[config.mk]
export PLATFORM = sky130hd
export DESIGN_NAME = ssp_rx_fifo
export DESIGN_NICKNAME = d
export VERILOG_FILES = /design/src/rtl/ssp_rx_fifo.sv
export SDC_FILE = /design/constraint.sdc
export NUM_CORES = 1
export LEC_CHECK = 0
export ABC_AREA = 1
export CORE_ASPECT_RATIO = 0.7
export CORE_MARGIN = 4
export CORE_UTILIZATION = 44
export CTS_BUF_LIST = sky130_fd_sc_hd__clkbuf_16
export DETAILED_ROUTE_END_ITERATION = 12
export PLACE_DENSITY = 0.73
export SLEW_MARGIN = 0
export SYNTH_ARGS = -nofsm -noshare
export SYNTH_HDL_FRONTEND = slang
export SYNTH_SLANG_ARGS = --single-unit
[constraint.sdc]
create_clock -name PCLK -period 2.5 [get_ports PCLK]
set_input_delay 0.5 -clock PCLK [delete_from_list [all_inputs] [get_ports PCLK]]
set_output_delay 0.5 -clock PCLK [all_outputs]
set_load 0.01 [all_outputs]
[src/rtl/ssp_rx_fifo.sv]
// SSP receive FIFO: receive logic pushes assembled words, the processor pops them
// over the peripheral bus read path with first-word-fall-through data on PRDATA.
module ssp_rx_fifo #(
  parameter int WIDTH = 8,
  parameter int DEPTH = 4,
  parameter int AW    = 2
) (
  input  logic             PCLK,
  input  logic             CLEAR_B,
  input  logic             PSEL,
  input  logic             PWRITE,
  output logic [WIDTH-1:0] PRDATA,
  input  logic [WIDTH-1:0] RxData,
  input  logic             RxWrite,
  output logic             RxFull,
  output logic             RxEmpty,
  output logic             RxOverrun,
  output logic             SSPRXINTR
);

  localparam logic [AW:0]   FULL_CNT = (AW+1)'(DEPTH);
  localparam logic [AW:0]   CNT_ONE  = (AW+1)'(1);
  localparam logic [AW-1:0] PTR_ONE  = AW'(1);

  logic [WIDTH-1:0] mem [DEPTH];
  logic [AW-1:0]    wr_ptr;
  logic [AW-1:0]    rd_ptr;
  logic [AW:0]      count;
  logic             push;
  logic             pop;

  assign RxEmpty   = (count == '0);
  assign RxFull    = (count == FULL_CNT);
  assign SSPRXINTR = RxFull;

  // A pop in the same cycle frees the slot, so a full FIFO still accepts the push.
  assign pop  = PSEL & ~PWRITE & ~RxEmpty;
  assign push = RxWrite & (~RxFull | pop);

  assign PRDATA = RxEmpty ? '0 : mem[rd_ptr];

  // Storage is not reset; a word written while CLEAR_B is low is never exposed.
  always_ff @(posedge PCLK) begin
    if (push && CLEAR_B) begin
      mem[wr_ptr] <= RxData;
    end
  end

  always_ff @(posedge PCLK or negedge CLEAR_B) begin
    if (!CLEAR_B) begin
      wr_ptr    <= '0;
      rd_ptr    <= '0;
      count     <= '0;
      RxOverrun <= 1'b0;
    end else begin
      if (push) begin
        wr_ptr <= wr_ptr + PTR_ONE;
      end
      if (pop) begin
        rd_ptr <= rd_ptr + PTR_ONE;
      end
      if (push && !pop) begin
        count <= count + CNT_ONE;
      end else if (pop && !push) begin
        count <= count - CNT_ONE;
      end
      // Sticky until the processor drains a word.
      if (pop) begin
        RxOverrun <= 1'b0;
      end else if (RxWrite && RxFull) begin
        RxOverrun <= 1'b1;
      end
    end
  end

endmodule

# ---- After elaboration in Yosys (flattened, before gate mapping)
# Memory sizes are Yosys's and may differ from the RTL's.
# Index checks and enable logic that the tools add are counted.
dict set report word_totals {
  ff_bits 8
  latchBits 0
  ram_bits 32
  mem_bits_ro 0
  in_bits 13
  out_inout_bits 12
  wordCells 33
  n_memories 1
}
dict set report op_classes {
  addsub 4
  n_mul 0
  n_div 0
  n_lt_le_gt_ge 0
  eq_ne 1
  shift 0
  n_mux 7
  n_bitwise 7
  n_reduce_logical 9
}
# name depth width read_ports rd_clocked_by_memory_dff wr line
set mem_list {}
lappend mem_list {mem 4 8 1 0 1 25} ;# logic [WIDTH-1:0] mem [DEPTH];
# op count
set ops {}
lappend ops {{2-to-1 mux 8 bit} 1}
lappend ops {{2-to-1 mux 3 bit} 2}
lappend ops {{adder 2 x 1 -> 2 bit (second input constant)} 2}
lappend ops {{logical AND 1 bit} 4}
lappend ops {{2-to-1 mux 1 bit} 4}
lappend ops {{nonzero test 2 bit} 2}
lappend ops {{adder 3 x 1 -> 3 bit (second input constant)} 1}
lappend ops {{bitwise AND 1 bit} 3}
lappend ops {{== test 3 bit (second input constant)} 1}
lappend ops {{zero test 3 bit} 1}
lappend ops {{NOT 1 bit} 3}
lappend ops {{subtractor 3 x 1 -> 3 bit (second input constant)} 1}
lappend ops {{zero test 1 bit} 2}
lappend ops {{bitwise OR 1 bit} 1}

# ---- Longest topological paths before layout
dict set report depth {
  word_depth 9
  depth_mapped 13
  ltp_nobuf 13
}

# ---- Least setup slack after synthesis
# Ideal clock, no wire load.
dict set report synth_path {
  path_kind {input -> register}
  from {input port PWRITE}
  to {register count[2]}
  arrival_ns 1.643
  required_ns 2.383
  path_slack_ns 0.740
  path_stages 12
  n_path_buf 0
  path_cell_list {inv_1 nand2_1 nand3_1 nand2_1 inv_1 ha_1 inv_1 fa_1 nand2_1 nand3_1 nand2_1 nand2_1}
}
dict set report synth_via {
  elab_chain_cells 8
}
# item line
set synth_lines {}
lappend synth_lines {{start, declared} 11} ;# input logic PWRITE,
lappend synth_lines {{NOT 1 bit (*)} 37} ;# assign pop = PSEL & ~PWRITE & ~RxEmpty;
lappend synth_lines {{bitwise AND 1 bit (*) (2 in a row)} 37}
lappend synth_lines {{bitwise OR 1 bit} 38} ;# assign push = RxWrite & (~RxFull | pop);
lappend synth_lines {{bitwise AND 1 bit} 38}
lappend synth_lines {{zero test 1 bit} 64} ;# end else if (pop && !push) begin
lappend synth_lines {{logical AND 1 bit} 64}
lappend synth_lines {{nonzero test 2 bit (no line)} n/a}
lappend synth_lines {{end signal, assigned} 63} ;# count <= count + CNT_ONE;
lappend synth_lines {{end signal, assigned} 65} ;# count <= count - CNT_ONE;
lappend synth_lines {{end, declared} 28} ;# logic [AW:0] count;
# Mark *: on every way between the ends. The rest lies on a longest branch, timed or not.
# A chain may end at the register's enable or synchronous reset.

# ---- Worst setup path after layout
dict set report layout_path {
  from {register count[1]}
  to {output port RxEmpty}
}
dict set report layout_via {
  elab_chain_cells 1
}
# item line
set layout_lines {}
lappend layout_lines {{zero test 3 bit} 32} ;# assign RxEmpty = (count == '0);
lappend layout_lines {{end, declared} 16} ;# output logic RxEmpty,
# No other way between the ends.

==> metrics.yaml <==
run_status:
  status: "completed"
timing:
  rsz0062_at_grt: "false"
  finalHoldViolCount: 0
  relSlewSlack_pct: 78.30
  timing.setup.tns_ns: 0
  timing.hold.ws_ns: 0.5433
  period_minus_slack_ns: 2.322
  period_share_pct: 92.88
  timing.fmax_ghz: 0.4306
  maxSlewViolCount: 0
  skew_ns: 0.003931
  tightest_slew_ns: 0.3251
  finalSetupViolCount: 0
synthesis:
  synth-simple-area-share_pct: 18.46
  synth.cell_area_um2: 1898
  syn_nets: 213
  synth_area_leaders: "edfxtp_1 (51%), dfrtp_1 (11%), nand2_1 (9.9%)"
  synth-compound-area-share_pct: 2.571
  synth_fa_ha_area_share_pct: 4.351
  synth-xor-area-share_pct: 0.9229
  postSynthCellCount: 194
  synth-seq-cells: 40
  synthMuxAreaShare_pct: 0
  synth.top_cell.area_share_pct: 50.63
  yosysWarningCount: 0
  syn_avg_cell_area_um2: 9.784
  synth_area_leader_cell: "edfxtp_1"
  ys_seq_area_share_pct: 61.17
  synth_cell_type_count: 20
  synth_top_family_by_area: "simple AND/OR/NAND/NOR gates"
placement:
  place_hpwl_mm: 2.308
  port_buffers: 24
  place.gp.congestion: 0.7554
  dpl_cell_area_um2: 2211
  numPlacedInstances: 272
die:
  die_area_um2: 5445
  initial_core_util_pct: 46.97
  die_w_um: 86.50
  core_um2: 4041
  rows: 19
  num_io_pins: 25
  die_y_um: 62.95
power_and_ir_drop:
  ir_worst_vdd_mv: 0.5363
  p_leak_uw: 0.001097
  p_per_area_nw_per_um2: 1132
worst_setup_path:
  setup.worst_path.start: "count[1]$_DFFE_PN0P_"
  worstPathMaxFanout: 9
  cpLargestDelayFamily: "buffers and inverters"
  crit_buf_inv: 2
  reg2reg_depth: 10
  endpoint_kind: "output pin"
  slowest_stage: "clkdlybuf4s50_1"
  worstPathArrival_ns: 1.82
  rrSetupSlack_ns: 0.61
  cpPeakStageDelay_ns: 0.57
  critPathLaunchType: "flip-flop"
  r2r_start: "count[1]$_DFFE_PN0P_"
  path_class: "flip-flop to output pin"
  cp_data_required_time_ns: 2.00
  crit_path_cell_trace: "nor2_1 -> nand2_1 -> inv_2 -> clkdlybuf4s50_1"
  worstSetupEndpoint: "RxEmpty"
  timing.rr.end: "count[2]$_DFFE_PN0P_"
  worstSetupPathDepth: 4
clocking:
  cts-resized-gates: 0
  cts-htree-levels: 2
  cts_root_buffer: "clkbuf_16"
  cts_tree: "yes"
  cts.clk_slew.worst_paths_ns: 0.06
  cts_buffers: 5
  postCtsHoldBufs: 0
  clock-sinks: 40
  cts_buffer_depth: 2
  post_cts_buffers: 0
  clkLatencyLatePin_ns: 0.28
route:
  wirelength_mm: 3.467
  ant_nets: 0
  routed_via_density: 4.582
  dr.pass1.iters: 4
  wl_per_cell_um: 12.38
  drt_iter0_markers: 65
  via_count: 1283
  drc: 0
layout:
  final_nets: 246
  drive_gt1_share_pct: 9.211
  final_design_area_no_fill_um2: 2375
  fillers: 355
  area_growth_pct: 25.12
  fin_cells: 280
  diodes: 0
hold_path:
  hold_class: "input pin to async pin"
grt:
  antenna_found_initial: 0
  met3_usage_pct: 4.084
  grt.met1_usage_pct: 19.28
  gr-usage-met2_pct: 22.04
  grt_max_degree: 18
  grt_overflow: 0
  track_usage_pct: 14.69
  grt_busiest_layer: "met2"
  grt_pass1_wl_mm: 5.913
  grt_pass1_vias: 1241
job:
  cap_violations: 0
==> kinds of logic (layout without fill, tap and decap cells) <==
family | Yosys count | after routing
adders and majority gates | 6 | 6
and+or+nand+nor | 82 | 82
AOI/OAI and AO/OA | 9 | 9
buffers and inverters | 55 | 89
xor gates and xnor gates | 2 | 2
DFF | 40 | 40
==> final cells by class <==
cell class,count,area (um^2),share of cell area (%)
clock buffer,5,125.1,5.269
clock inverter,3,37.54,1.581
inverter,50,192.7,8.114
multi-input combinational,99,499.2,21.02
sequential,40,1162,48.95
tap,52,65.06,2.740
timing repair buffer,31,292.8,12.33
==> flip-flops by register name (all words and copies together), names as in the netlist <==
signal     cells
rd_ptr         2
wr_ptr         2
count          3
mem           32
RxOverrun      1
==> worst min path at each step <==
| stage | startpoint | end | depth (start not counted) |
|---|---|---|---|
| 6_report | CLEAR_B | rd_ptr[0]$_DFFE_PN0N_ | 2 |
| 5_1_grt | CLEAR_B | count[0]$_DFFE_PN0P_ | 2 |
| 3_5_place_dp | wr_ptr[1]$_DFFE_PN0N_ | wr_ptr[1]$_DFFE_PN0N_ | 2 |
| 3_3_place_gp | RxOverrun$_DFFE_PN0P_ | RxOverrun$_DFFE_PN0P_ | 4 |
| 4_1_cts | CLEAR_B | rd_ptr[0]$_DFFE_PN0N_ | 2 |
| 2_1_floorplan | CLEAR_B | RxOverrun$_DFFE_PN0P_ | 0 |
==> layout by cell type (no fill, tap or decap) <==
cell type and n:
inv_2 2, nand2_1 50, a21oi_1 7, buf_4 7, nor2_1 5, nand2_2 2, clkbuf_16 5, clkdlybuf4s50_1 24
xnor2_1 2, edfxtp_1 32, o21ai_0 1, nor3_1 1, dfrtp_2 1, nand4_1 1, inv_6 1, fa_1 1
nand3_2 1, ha_1 5, inv_1 47, dfrtp_1 7, a21oi_2 1, nand3_1 22, bufinv_16 1, clkinv_1 2
==> where the power goes <==
part	internal [uW]	total [uW]	switching, uW
Clock	463	699	235
Sequential	843	935	92.2
Combinational	484	1050	570
==> per-layer routing <==
layer	vias up	share of wire, %	routed length (um)
met5	-	0	0
met4	0	1.6	54
met3	5	7.0	244
met2	34	47	1619
met1	576	45	1549
li1	668	-	-
==> cells in the mapped netlist <==
master / count
buf_4: 3
fa_1: 1
inv_1: 47
nand3_2: 1
a21oi_1: 7
inv_2: 2
nand3_1: 22
buf_6: 2
inv_6: 1
xnor2_1: 2
nand2_1: 50
o21ai_0: 1
nand2_2: 2
a21oi_2: 1
dfrtp_1: 8
nand4_1: 1
nor2_1: 5
edfxtp_1: 32
nor3_1: 1
ha_1: 5
==> per-stage QoR <==
stage	power, uW	setup slack, ns	utilization [%]
after floorplan	1596	0.7399	-
after global placement	1982	0.2557	54.71
after detailed placement	2002	0.1920	54.71
after CTS	2711	0.09648	58.73
after global routing	2884	0.009080	58.76
final	2688	0.1779	58.76
No activity file was read; power rests on OpenSTA's default activity.
